==> config.mk <==
export PLATFORM = sky130hd
export DESIGN_NAME = vc_sched4
export DESIGN_NICKNAME = d
export VERILOG_FILES = /design/src/rtl/vc_sched4.sv
export SDC_FILE = /design/constraint.sdc
export NUM_CORES = 1
export LEC_CHECK = 0
export BUFFER_PORTS_ARGS = -buffer_cell sky130_fd_sc_hd__buf_2
export CAP_MARGIN = 10
export CORE_ASPECT_RATIO = 1.75
export CORE_MARGIN = 4
export CORE_UTILIZATION = 50
export CTS_BUF_LIST = sky130_fd_sc_hd__clkbuf_4
export DETAILED_ROUTE_END_ITERATION = 6
export HOLD_SLACK_MARGIN = 0.15
export PLACE_DENSITY = 0.76
export SLEW_MARGIN = 20
export SYNTH_ARGS = -nofsm -noshare
export SYNTH_HDL_FRONTEND = slang
export SYNTH_SLANG_ARGS = --single-unit
==> constraint.sdc <==
create_clock -name i_clk -period 7.7 [get_ports i_clk]
set_clock_uncertainty 0.1 [all_clocks]
set_input_delay 0.385 -clock i_clk [delete_from_list [all_inputs] [get_ports i_clk]]
set_output_delay 0.385 -clock i_clk [all_outputs]
set_load 0.05 [all_outputs]
==> src/rtl/vc_sched4.sv <==
// vc_sched4 -- per-output-port oldest-first scheduler for 4 virtual channels.
//
// Each cycle the oldest eligible VC (smallest timestamp) is chosen through a
// tree of three 2-input min-compares. A VC is eligible when it requests and
// holds a downstream credit. The winner is registered and held as a grant
// until the switch accepts it. Per-VC downstream credit counters live here.
//
// Ports:
//   i_clk              clock, rising edge
//   i_reset            synchronous active-high reset
//   i_req_valid[3:0]   VC i has a head flit waiting
//   i_time_in_0..3     head-flit timestamps (smaller = older)
//   i_credit_ret_valid downstream returned one credit
//   i_credit_ret_vc    VC of the returned credit
//   i_grant_ready      switch accepts the current grant this cycle
//   o_grant_valid      a grant is presented
//   o_grant_vc         granted VC index
//   o_grant_time       timestamp of granted VC, captured at arbitration
//   o_pop[3:0]         one-hot dequeue pulse on handshake
//   o_credit_err       sticky: credit returned to a full counter
module vc_sched4 #(
   parameter int TIME_WIDTH   = 8,
   parameter int VC_DEPTH     = 4,
   parameter int CREDIT_WIDTH = 3
) (
   input  logic                  i_clk,
   input  logic                  i_reset,
   input  logic [3:0]            i_req_valid,
   input  logic [TIME_WIDTH-1:0] i_time_in_0,
   input  logic [TIME_WIDTH-1:0] i_time_in_1,
   input  logic [TIME_WIDTH-1:0] i_time_in_2,
   input  logic [TIME_WIDTH-1:0] i_time_in_3,
   input  logic                  i_credit_ret_valid,
   input  logic [1:0]            i_credit_ret_vc,
   input  logic                  i_grant_ready,
   output logic                  o_grant_valid,
   output logic [1:0]            o_grant_vc,
   output logic [TIME_WIDTH-1:0] o_grant_time,
   output logic [3:0]            o_pop,
   output logic                  o_credit_err
);

   localparam logic [CREDIT_WIDTH-1:0] DEPTH_C = CREDIT_WIDTH'(VC_DEPTH);

   typedef enum logic {IDLE = 1'b0, GRANT = 1'b1} state_t;

   state_t                        r_state, w_state_nxt;
   logic [1:0]                    r_grant_vc, w_vc_nxt;
   logic [TIME_WIDTH-1:0]         r_grant_time, w_time_nxt;
   logic [3:0][CREDIT_WIDTH-1:0]  r_credit;
   logic                          r_credit_err;

   logic [3:0][TIME_WIDTH-1:0]    w_time;
   logic                          w_hs;
   logic [3:0]                    w_hs_vec, w_ret_vec, w_mask, w_elig;
   logic                          w_lo_v, w_hi_v, w_lo_idx, w_hi_idx, w_pick_hi, w_any;
   logic [TIME_WIDTH-1:0]         w_lo_t, w_hi_t, w_win_t;
   logic [1:0]                    w_win_vc;
   logic                          w_err_set;

   assign w_time = {i_time_in_3, i_time_in_2, i_time_in_1, i_time_in_0};

   // Handshake is suppressed on the reset cycle so no pop escapes.
   assign w_hs      = (r_state == GRANT) & i_grant_ready & ~i_reset;
   assign w_hs_vec  = w_hs ? (4'b0001 << r_grant_vc) : 4'b0000;
   assign w_ret_vec = i_credit_ret_valid ? (4'b0001 << i_credit_ret_vc) : 4'b0000;
   // The VC being popped this cycle is masked so a requester that keeps
   // req_valid high for one more cycle is not granted twice.
   assign w_mask    = w_hs_vec;

   always_comb begin
      for (int i = 0; i < 4; i++)
         w_elig[i] = i_req_valid[i] & (r_credit[i] != '0) & ~w_mask[i];
   end

   // Min-compare tree; strict '<' gives ties to the lower index.
   always_comb begin
      w_lo_v    = w_elig[0] | w_elig[1];
      w_lo_idx  = w_elig[1] & (~w_elig[0] | (w_time[1] < w_time[0]));
      w_lo_t    = w_lo_idx ? w_time[1] : w_time[0];
      w_hi_v    = w_elig[2] | w_elig[3];
      w_hi_idx  = w_elig[3] & (~w_elig[2] | (w_time[3] < w_time[2]));
      w_hi_t    = w_hi_idx ? w_time[3] : w_time[2];
      w_pick_hi = w_hi_v & (~w_lo_v | (w_hi_t < w_lo_t));
      w_any     = w_lo_v | w_hi_v;
      w_win_vc  = w_pick_hi ? {1'b1, w_hi_idx} : {1'b0, w_lo_idx};
      w_win_t   = w_pick_hi ? w_hi_t : w_lo_t;
   end

   always_comb begin
      w_state_nxt = r_state;
      w_vc_nxt    = r_grant_vc;
      w_time_nxt  = r_grant_time;
      case (r_state)
         IDLE: begin
            if (w_any) begin
               w_state_nxt = GRANT;
               w_vc_nxt    = w_win_vc;
               w_time_nxt  = w_win_t;
            end
         end
         GRANT: begin
            if (w_hs) begin
               if (w_any) begin
                  w_vc_nxt   = w_win_vc;
                  w_time_nxt = w_win_t;
               end else begin
                  w_state_nxt = IDLE;
               end
            end else if (!i_req_valid[r_grant_vc]) begin
               // Requester withdrew while the grant was stalled.
               w_state_nxt = IDLE;
            end
         end
         default: w_state_nxt = IDLE;
      endcase
   end

   always_ff @(posedge i_clk) begin
      if (i_reset) begin
         r_state      <= IDLE;
         r_grant_vc   <= '0;
         r_grant_time <= '0;
      end else begin
         r_state      <= w_state_nxt;
         r_grant_vc   <= w_vc_nxt;
         r_grant_time <= w_time_nxt;
      end
   end

   // A lone return into a full counter is dropped and flagged; a return
   // paired with a handshake decrement on the same VC nets to zero.
   always_comb begin
      w_err_set = 1'b0;
      for (int i = 0; i < 4; i++)
         if (w_ret_vec[i] & ~w_hs_vec[i] & (r_credit[i] == DEPTH_C))
            w_err_set = 1'b1;
   end

   always_ff @(posedge i_clk) begin
      if (i_reset) begin
         for (int i = 0; i < 4; i++) r_credit[i] <= DEPTH_C;
         r_credit_err <= 1'b0;
      end else begin
         for (int i = 0; i < 4; i++) begin
            if (w_hs_vec[i] & ~w_ret_vec[i])
               r_credit[i] <= r_credit[i] - 1'b1;
            else if (w_ret_vec[i] & ~w_hs_vec[i] & (r_credit[i] != DEPTH_C))
               r_credit[i] <= r_credit[i] + 1'b1;
         end
         if (w_err_set) r_credit_err <= 1'b1;
      end
   end

   assign o_grant_valid = (r_state == GRANT);
   assign o_grant_vc    = r_grant_vc;
   assign o_grant_time  = r_grant_time;
   assign o_pop         = w_hs_vec;
   assign o_credit_err  = r_credit_err;

endmodule

==> flow_metrics.tcl <==
set metrics [dict create \
    status "finished clean" \
    grt_util_all_layers_pct 21.8 \
    ys_seq_area_share_pct 22.2 \
    synth_cell_types 49 \
    grt_pass1_wl_mm 9.67 \
    fin_util_pct 60.7 \
    rsz0062_at_grt "false" \
    fin_crit_sh_pct 52.9 \
    peakVddDrop_uv 105 \
    io_pins 58 \
    worst_pin_slew_ps 723 \
    critPathCaptureType "flop" \
    fin_nets 398 \
    place_area_um2 2480 \
    drtPass1Iterations 4 \
    synthArstFlopShare_pct 0 \
    diodes 0 \
    viasPerCell 5.87 \
    routabilityCongestion 0.865 \
    fin_crit_ps 4070 \
    grt_pass1_vias 2306 \
    yosysWarnings 0 \
    drv_slew 0 \
    numPortBuffers 57 \
    finalSetupViolCount 0 \
    synth.net_count 341 \
    cts-resized-gates 0 \
    avgSynthCellArea_um2 7.90 \
    cts.reportedPaths.clkPinSlew_ps 120 \
    layout_commonest_cell "buf_2" \
    synth_ff_type "dfxtp_1" \
    dp.final_hpwl_mm 4.75 \
    drc 0 \
    critPathMaxFanout 23 \
    setup.worst_path.start_class "input port" \
    ys_ff_latch 24 \
    cts_made_buffers 3 \
    ant_nets 0 \
    synth_edf_count 0 \
    start_util_pct 52.1 \
    vias 2223 \
    p_leak_nw 1.16 \
    drive_above_1_share_pct 20.9 \
    fill_cells 420 \
    row_count 31 \
    die_h_um 95.0 \
    mostFrequentLayoutCells "buf_2, nand2_1, inv_1" \
    fin_area_um2 2520 \
    hold_viol 0 \
    postCtsSetupRepairBufs 0 \
    clock-root-buffer "clkbuf_4" \
    criticalPathCategory "in2reg" \
    overflow 0 \
    clk_path_buf_depth 2 \
    hold_class "in2reg" \
    clock.fmax_mhz 246 \
    power.density_nw_per_um2 154 \
    die_x_um 57.7 \
    critPathRequiredTime_ps 7770 \
    setup_tns_ps 0 \
    maxCapViolCount 0 \
    grt_max_degree 24 \
    syn2layout_area_growth_pct 16.4 \
    cts_hold_buf 0 \
    cts_tree "yes" \
    fp.coreArea_um2 4150 \
    cts_max_level 1 \
    antenna_found_initial 0 \
    netlist_area_um2 2160 \
    die_area_um2 5480 \
    drt_iter0_drc 82 \
    clock_sinks 24 \
    wl_per_cell_um 15.0 \
    routed_wl_mm 5.68 \
    multiInputGateArea_um2 1550 \
    relSlewSlack_pct 51.7 \
    synthCells 274 \
    clk_latency_ps 300 \
    crit_arrival_ps 4140 \
    register_area_um2 480 \
]
==> cell usage after synthesis (all sizes together) (4+ instances only) <==
master / number / area share (%)
o211ai: 4 / 1.4
o32ai: 7 / 2.8
nand2: 33 / 5.7
fa: 4 / 3.7
inv: 31 / 5.4
nor2: 21 / 4.0
nand3: 4 / 0.93
mux2i: 8 / 3.7
o21a: 7 / 2.4
a31oi: 4 / 1.2
a21oi: 20 / 5.1
nor2b: 5 / 1.4
o21ai: 22 / 5.3
ha: 21 / 12
dfxtp: 24 / 22
and2: 4 / 1.2
a211oi: 11 / 3.8
a21o: 4 / 1.4
==> path summary, 6_finish.rpt <==
kind / startpoint / end / slack, ps / cells past startpoint
max: i_reset / o_grant_time[2]$_SDFFE_PP0P_ / 3630 / 15
min reg2reg: o_grant_time[3]$_SDFFE_PP0P_ / o_grant_time[3]$_SDFFE_PP0P_ / 430 / 2
max reg2reg: o_grant_vc[0]$_SDFFE_PP0P_ / o_grant_time[2]$_SDFFE_PP0P_ / 3690 / 14
min: i_credit_ret_vc[0] / r_credit[7]$_SDFFE_PP0P_ / 330 / 4
==> power breakdown <==
| part | internal (mW) | switching, mW |
|---|---|---|
| Combinational | 0.0659 | 0.120 |
| Clock | 0.0189 | 0.0359 |
| Sequential | 0.137 | 0.0114 |
| Total | 0.222 | 0.167 |
==> critical path, stage by stage <==
cell and delay [ps]:
buf_2 360, and4b_1 260, a21oi_1 320, nand3_1 140, o2bb2ai_2 510, o21ai_0 240
ha_1 350, a21o_1 120, a21oi_1 70, o21ai_0 280, a21oi_1 180, nand2_1 120
nand2_1 60, a31oi_1 570, a211oi_1 170
==> metrics by stage <==
step	worst slack, ps	total power, mW	hold WS, ps	cells
finish	3630	0.389	327	379
CTS	3310	0.391	319	379
global route	3250	0.418	360	379
detailed placement	2970	0.336	420	375
floorplan	4110	0.286	395	274
global placement	3110	0.333	416	375
==> area by class of cell <==
class                   instances  area share, %
repair buffers                 57           11.3
clock inverters                 1          0.149
multi-input cells             214           61.5
clock buffers                   3          0.894
flip-flops and latches         24           19.1
inverters                      31           4.62
well taps                      49           2.43
==> per-layer routing <==
metal,part of all wire [%],GRT usage (%),up-vias
met1,37,21.4,1025
met4,4.3,11.0,0
met2,54,42.5,60
met3,5.5,3.25,13
met5,0,0,-
li1,-,-,1125
==> flip-flops by register name, summed over array words and instances, names as in the netlist <==
register / flops
o_grant_time: 8
r_credit: 12
o_grant_vc: 2
o_credit_err: 1
o_grant_valid: 1
==> cell families after synthesis <==
group                      synth area share, %
AOI/OAI and AO/OA                         31.2
and+or+nand+nor                           17.8
buffers and inverters                     6.65
adders and majority gates                 15.8
DFF                                       22.2
muxes                                     5.44
xor gates and xnor gates                 0.810
(Power assumes the default switching activity.)
